$ cat config.mk
export PLATFORM = sky130hd
export DESIGN_NAME = booth_multiplier_seq
export DESIGN_NICKNAME = d
export VERILOG_FILES = /design/src/rtl/booth_pkg.sv /design/src/rtl/booth_step.sv /design/src/rtl/booth_multiplier_seq.sv
export SDC_FILE = /design/constraint.sdc
export NUM_CORES = 1
export LEC_CHECK = 0
export ABC_CLOCK_PERIOD_IN_PS = 3000
export CORE_ASPECT_RATIO = 0.6
export CORE_UTILIZATION = 50
export DETAILED_ROUTE_END_ITERATION = 16
export PLACE_DENSITY = 0.75
export SETUP_SLACK_MARGIN = 0.15
export SYNTH_ARGS = -nofsm -noshare
export SYNTH_HDL_FRONTEND = slang
export SYNTH_SLANG_ARGS = --single-unit
$ cat constraint.sdc
create_clock -name clk -period 3 [get_ports clk]
set_input_delay 0.45 -clock clk [delete_from_list [all_inputs] [get_ports clk]]
set_output_delay 0.45 -clock clk [all_outputs]
set_load 0.02 [all_outputs]
$ cat src/rtl/booth_pkg.sv
`default_nettype none
// ============================================================================
// booth_pkg : shared types and width helpers for the sequential Booth multiplier
// Revision  : 1.0
// ============================================================================
package booth_pkg;

    typedef enum logic [1:0] {
        IDLE = 2'd0,
        CALC = 2'd1,
        DONE = 2'd2
    } state_e;

    // Counter must hold WIDTH+1, the number of Booth steps per operation.
    function automatic int cnt_w(input int width);
        return $clog2(width + 2);
    endfunction

    function automatic int acc_w(input int width);
        return width + 2;
    endfunction

    function automatic int q_w(input int width);
        return width + 1;
    endfunction

endpackage
`default_nettype wire

$ cat src/rtl/booth_step.sv
`default_nettype none
// ============================================================================
// booth_step : one radix-2 Booth add/subtract followed by an arithmetic shift
// Revision   : 1.0
// ============================================================================
module booth_step
    import booth_pkg::*;
#(
    parameter int WIDTH = 8
) (
    input  logic [acc_w(WIDTH)-1:0] acc_i,
    input  logic [q_w(WIDTH)-1:0]   q_i,
    input  logic                    q1_i,
    input  logic [acc_w(WIDTH)-1:0] m_i,
    output logic [acc_w(WIDTH)-1:0] acc_o,
    output logic [q_w(WIDTH)-1:0]   q_o,
    output logic                    q1_o
);

    localparam int ACC_W = acc_w(WIDTH);
    localparam int Q_W   = q_w(WIDTH);

    logic [ACC_W-1:0] w_sum;

    always_comb begin
        w_sum = acc_i;
        case ({q_i[0], q1_i})
            2'b01:   w_sum = acc_i + m_i;
            2'b10:   w_sum = acc_i - m_i;
            default: w_sum = acc_i;
        endcase
    end

    // Shift {ACC,Q,q_1} right by one, replicating the ACC sign bit.
    assign acc_o = {w_sum[ACC_W-1], w_sum[ACC_W-1:1]};
    assign q_o   = {w_sum[0], q_i[Q_W-1:1]};
    assign q1_o  = q_i[0];

endmodule
`default_nettype wire

$ cat src/rtl/booth_multiplier_seq.sv
`default_nettype none
// ============================================================================
// booth_multiplier_seq : iterative radix-2 Booth multiplier, signed/unsigned,
//                        valid/ready on input and output
// Revision             : 1.0
// ============================================================================
module booth_multiplier_seq
    import booth_pkg::*;
#(
    parameter int WIDTH = 8
) (
    input  logic                 clk,
    input  logic                 rst_n,
    input  logic                 in_valid,
    output logic                 in_ready,
    input  logic [WIDTH-1:0]     a,
    input  logic [WIDTH-1:0]     b,
    input  logic                 is_signed,
    output logic                 out_valid,
    input  logic                 out_ready,
    output logic [2*WIDTH-1:0]   product,
    output logic                 busy
);

    localparam int CNT_W = cnt_w(WIDTH);
    localparam int ACC_W = acc_w(WIDTH);
    localparam int Q_W   = q_w(WIDTH);
    localparam logic [CNT_W-1:0] C_LAST_CNT = CNT_W'(WIDTH + 1);

    state_e             state_q, state_d;
    logic [ACC_W-1:0]   acc_q;
    logic [Q_W-1:0]     q_q;
    logic               q1_q;
    logic [ACC_W-1:0]   m_q;
    logic [CNT_W-1:0]   cnt_q;
    logic [2*WIDTH-1:0] product_q;

    logic [ACC_W-1:0]   w_acc_nxt;
    logic [Q_W-1:0]     w_q_nxt;
    logic               w_q1_nxt;
    logic [Q_W-1:0]     w_a_ext;
    logic [Q_W-1:0]     w_b_ext;
    logic               w_accept;
    logic               w_steps_done;

    // One extra operand bit lets the same signed datapath serve unsigned mode.
    assign w_a_ext      = {is_signed & a[WIDTH-1], a};
    assign w_b_ext      = {is_signed & b[WIDTH-1], b};
    assign w_accept     = in_valid && (state_q == IDLE);
    assign w_steps_done = (cnt_q == C_LAST_CNT);

    booth_step #(
        .WIDTH (WIDTH)
    ) u_step (
        .acc_i (acc_q),
        .q_i   (q_q),
        .q1_i  (q1_q),
        .m_i   (m_q),
        .acc_o (w_acc_nxt),
        .q_o   (w_q_nxt),
        .q1_o  (w_q1_nxt)
    );

    always_ff @(posedge clk or negedge rst_n) begin
        if (!rst_n) begin
            state_q <= IDLE;
        end else begin
            state_q <= state_d;
        end
    end

    always_comb begin
        state_d   = state_q;
        in_ready  = 1'b0;
        out_valid = 1'b0;
        busy      = 1'b1;
        case (state_q)
            IDLE: begin
                in_ready = 1'b1;
                busy     = 1'b0;
                if (in_valid) begin
                    state_d = CALC;
                end
            end
            CALC: begin
                if (w_steps_done) begin
                    state_d = DONE;
                end
            end
            DONE: begin
                out_valid = 1'b1;
                if (out_ready) begin
                    state_d = IDLE;
                end
            end
            default: begin
                state_d = IDLE;
            end
        endcase
    end

    always_ff @(posedge clk or negedge rst_n) begin
        if (!rst_n) begin
            acc_q     <= '0;
            q_q       <= '0;
            q1_q      <= 1'b0;
            m_q       <= '0;
            cnt_q     <= '0;
            product_q <= '0;
        end else if (w_accept) begin
            acc_q <= '0;
            q_q   <= w_a_ext;
            q1_q  <= 1'b0;
            m_q   <= {w_b_ext[Q_W-1], w_b_ext};
            cnt_q <= '0;
        end else if (state_q == CALC) begin
            if (w_steps_done) begin
                product_q <= {acc_q[WIDTH-2:0], q_q};
            end else begin
                acc_q <= w_acc_nxt;
                q_q   <= w_q_nxt;
                q1_q  <= w_q1_nxt;
                cnt_q <= cnt_q + CNT_W'(1);
            end
        end
    end

    assign product = product_q;

endmodule
`default_nettype wire

==> run summary <==
Status: finished clean
Port bufs: 39
Final max-slew violation count: 0
Layout Nets: 320
Flop2flop setup slack: 0.21 ns
Die height: 57.8 µm
Rows: 19
Tcrit/Tclk final: 93.0%
Critical Path AT: 3.02 ns
Clock Sinks: 50
Post-route ant nets: 0
Commonest non-fill, non-tap cell in the layout: dfrtp_1
Endpoint type of the worst setup path: flop
Final wirelength: 5560 µm
Tmin final: 2.79 ns
Max-cap violations: 0
Post-synthesis compound-gate area fraction: 15.4%
H-tree depth: 2
Critical-path cell list: inv_1 > ha_1 > nor2b_4 > a21oi_1 > xnor2_1 > ha_1 > a21o_1 > a21o_1 > a21oi_2 > a21oi_1 > or4_1 > a21oi_1
Clock tree buffer depth: 2
Clk root buf: clkbuf_8
Setup_tns: 0 ns
Worst-path clk slew: 0.10 ns
Grt total ovfl: 0
First-pass DRT Iterations: 6
Pleak: 1.50 nW
Mapped Cells: 239
Crit-path slowest cell: or4_1
Iter 0 DRT Violations: 105
Top_reg_cell synth: dfrtp_1
Final core occ: 68.5%
Final Hold Vio Count: 0
First-pass GRT wire length: 9020 µm
Reg2Reg Depth: 12
Fraction of final layout cells sized beyond drive strength 1: 18.2%
Later-pin clock latency in the skew report: 0.31 ns
Setup CP Type: reg -> reg
Hold buffers post-CTS: 0
Die area: 0.00550 mm²
Post-DP HPWL: 4050 µm
Avg Cell Area, Syn: 10.9 µm²
Worst VDD drop: 617 µV
Area grow syn2layout: 26.0%
GRT Total Usage: 22.2%
Async SR Flop Fraction: 100%
Final setup skew: 0.0131 ns
Vias/cell: 5.61
CTS tree: done
RSZ-0062 raised after global routing: no
Post-synthesis sequential area ratio: 48.1%
Final setup fails: 0
Chip Width: 95.1 µm
XOR/XNOR Fraction of Synth Area: 5.39%
Io pins: 40
Routability cong.: 0.857
Critical Path RT: 3.23 ns
Most frequent cells in the layout: dfrtp_1 (49), clkdlybuf4s50_1 (38), mux2_2 (21), inv_1 (18), o21ai_0 (17)
Worst hold-check path type: in -> async
Vias in the first global route: 1,783
Syn nets: 274
Via count: 1,957
Post-synthesis simple-gate area fraction: 9.58%
Largest family of logic cells by synthesized area: compound AO/OA/AOI/OAI gates
Crit-path max FO: 5
Slew headroom: 47.7%
Fmax: 0.358 GHz
Post-synthesis mux area share: 10.3%
Core area: 0.00478 mm²
Avg WL per Cell: 15.9 µm
Total power draw: 0.00466 W
Synth Warn #: 0
Initial antenna violation count: 0
Reg-to-reg startpoint: m_q[1]$_DFFE_PN0P_
Diode count: 0
Worst-margin pin slew: 0.784 ns
Synth Area in Adders: 7.03%
Worst R2R End: acc_q[8]$_DFFE_PN0P_
Yosys cell types: 38
Biggest cell delay along the critical path: 0.48 ns
Worst Setup Start Kind: flop
Post-Syn Area: 0.00260 mm²
Yosys reg bits: 50
Most used cell, CP: a21oi_1
Largest net degree at the start of global routing: 30
Residual DRC: 0
Number of synthesized flops with an enable pin: 0
Pwr/cell area: 1420 mW/mm²
Inserted Clock Buffers: 5
Initial Util: 54.4%
Inst Count DP: 336
Non-Filler Instances: 349
cells by family (layout without fill, tap and decap cells):
kind of cell | count (synthesis) | in the layout
compound gates | 59 | 59
xor+xnor | 16 | 16
fa+ha+maj | 14 | 14
buf+inv | 28 | 75
flops | 50 | 50
mux | 24 | 24
simple gates | 48 | 48
cells in the mapped netlist, drive strengths merged, types with 3 or more instances:
library cell | count | area share, %
a21oi | 11 | 2.3
o21ai | 17 | 3.3
a31oi | 3 | 0.72
clkbuf | 6 | 0.87
xor2 | 5 | 1.7
nor3 | 3 | 1.4
a32oi | 3 | 1.0
a22o | 3 | 1.0
nand2b | 3 | 0.72
ha | 13 | 6.3
nor2 | 16 | 2.3
mux2i | 3 | 1.2
buf | 4 | 0.77
inv | 18 | 2.6
xnor2 | 11 | 3.7
nor2b | 3 | 0.72
mux2 | 21 | 9.1
a222oi | 7 | 2.7
nand2 | 14 | 2.0
a21o | 7 | 2.0
dfrtp | 50 | 48
worst max-delay path, delay by kind of cell, from the launching register on:
family,cells,cell delay [ns]
fa+ha+maj,2,0.51
flops,1,0.39
simple gates,2,0.65
buf+inv,1,0.11
compound gates,6,0.85
xor+xnor,1,0.21
stage by stage:
stage	hold WS (ns)	setup WS, ns	instance area [µm²]
global route	0.202	0.0911	3270
finish	0.152	0.210	3270
global placement	0.489	0.289	3060
floorplan	0.154	0.456	2600
detailed placement	0.499	0.251	3060
CTS	0.169	0.166	3200
state kept, by name (all words and copies together) (netlist names):
register / flops
q1_q: 1
state_q: 2
m_q: 9
acc_q: 9
product: 16
q_q: 9
cnt_q: 4
worst max path at each step:
stage | startpoint | end | slack (ns) | depth (start not counted)
after floorplan | m_q[0]$_DFFE_PN0P_ | acc_q[8]$_DFFE_PN0P_ | 0.46 | 12
after global placement | m_q[2]$_DFFE_PN0P_ | acc_q[8]$_DFFE_PN0P_ | 0.29 | 11
after detailed placement | m_q[1]$_DFFE_PN0P_ | acc_q[8]$_DFFE_PN0P_ | 0.25 | 12
after CTS | m_q[1]$_DFFE_PN0P_ | acc_q[8]$_DFFE_PN0P_ | 0.17 | 12
after global routing | m_q[1]$_DFFE_PN0P_ | acc_q[8]$_DFFE_PN0P_ | 0.09 | 12
final | m_q[1]$_DFFE_PN0P_ | acc_q[8]$_DFFE_PN0P_ | 0.21 | 12
report_power, final:
part           internal (W)  total [W]  switching, W
clock network      0.000355   0.000575      0.000220
registers           0.00100    0.00130      0.000300
logic               0.00136    0.00278       0.00142
total               0.00272    0.00466       0.00194
routing by layer:
layer  vias to the layer above  track usage (%)  wire length (µm)
met4                         0             7.58                77
met1                       934             34.7              2910
met5                         -                0                 0
met2                        65             30.1              2270
li1                        951                -                 -
met3                         7             4.99               302
repair_timing:
item / in CTS / in global routing
setup buffers: 0 / 5
resized for setup: 0 / 9
setup endpoints to repair: 0 / 3
final cells by class:
class	count	area [µm²]
inverters	18	67.6
multi-input cells	161	1270
clock inverters	2	60.1
flip-flops and latches	50	1250
fillers	382	1510
well taps	63	78.8
clock buffers	6	82.6
repair buffers	49	460
(Power assumes the default switching activity.)
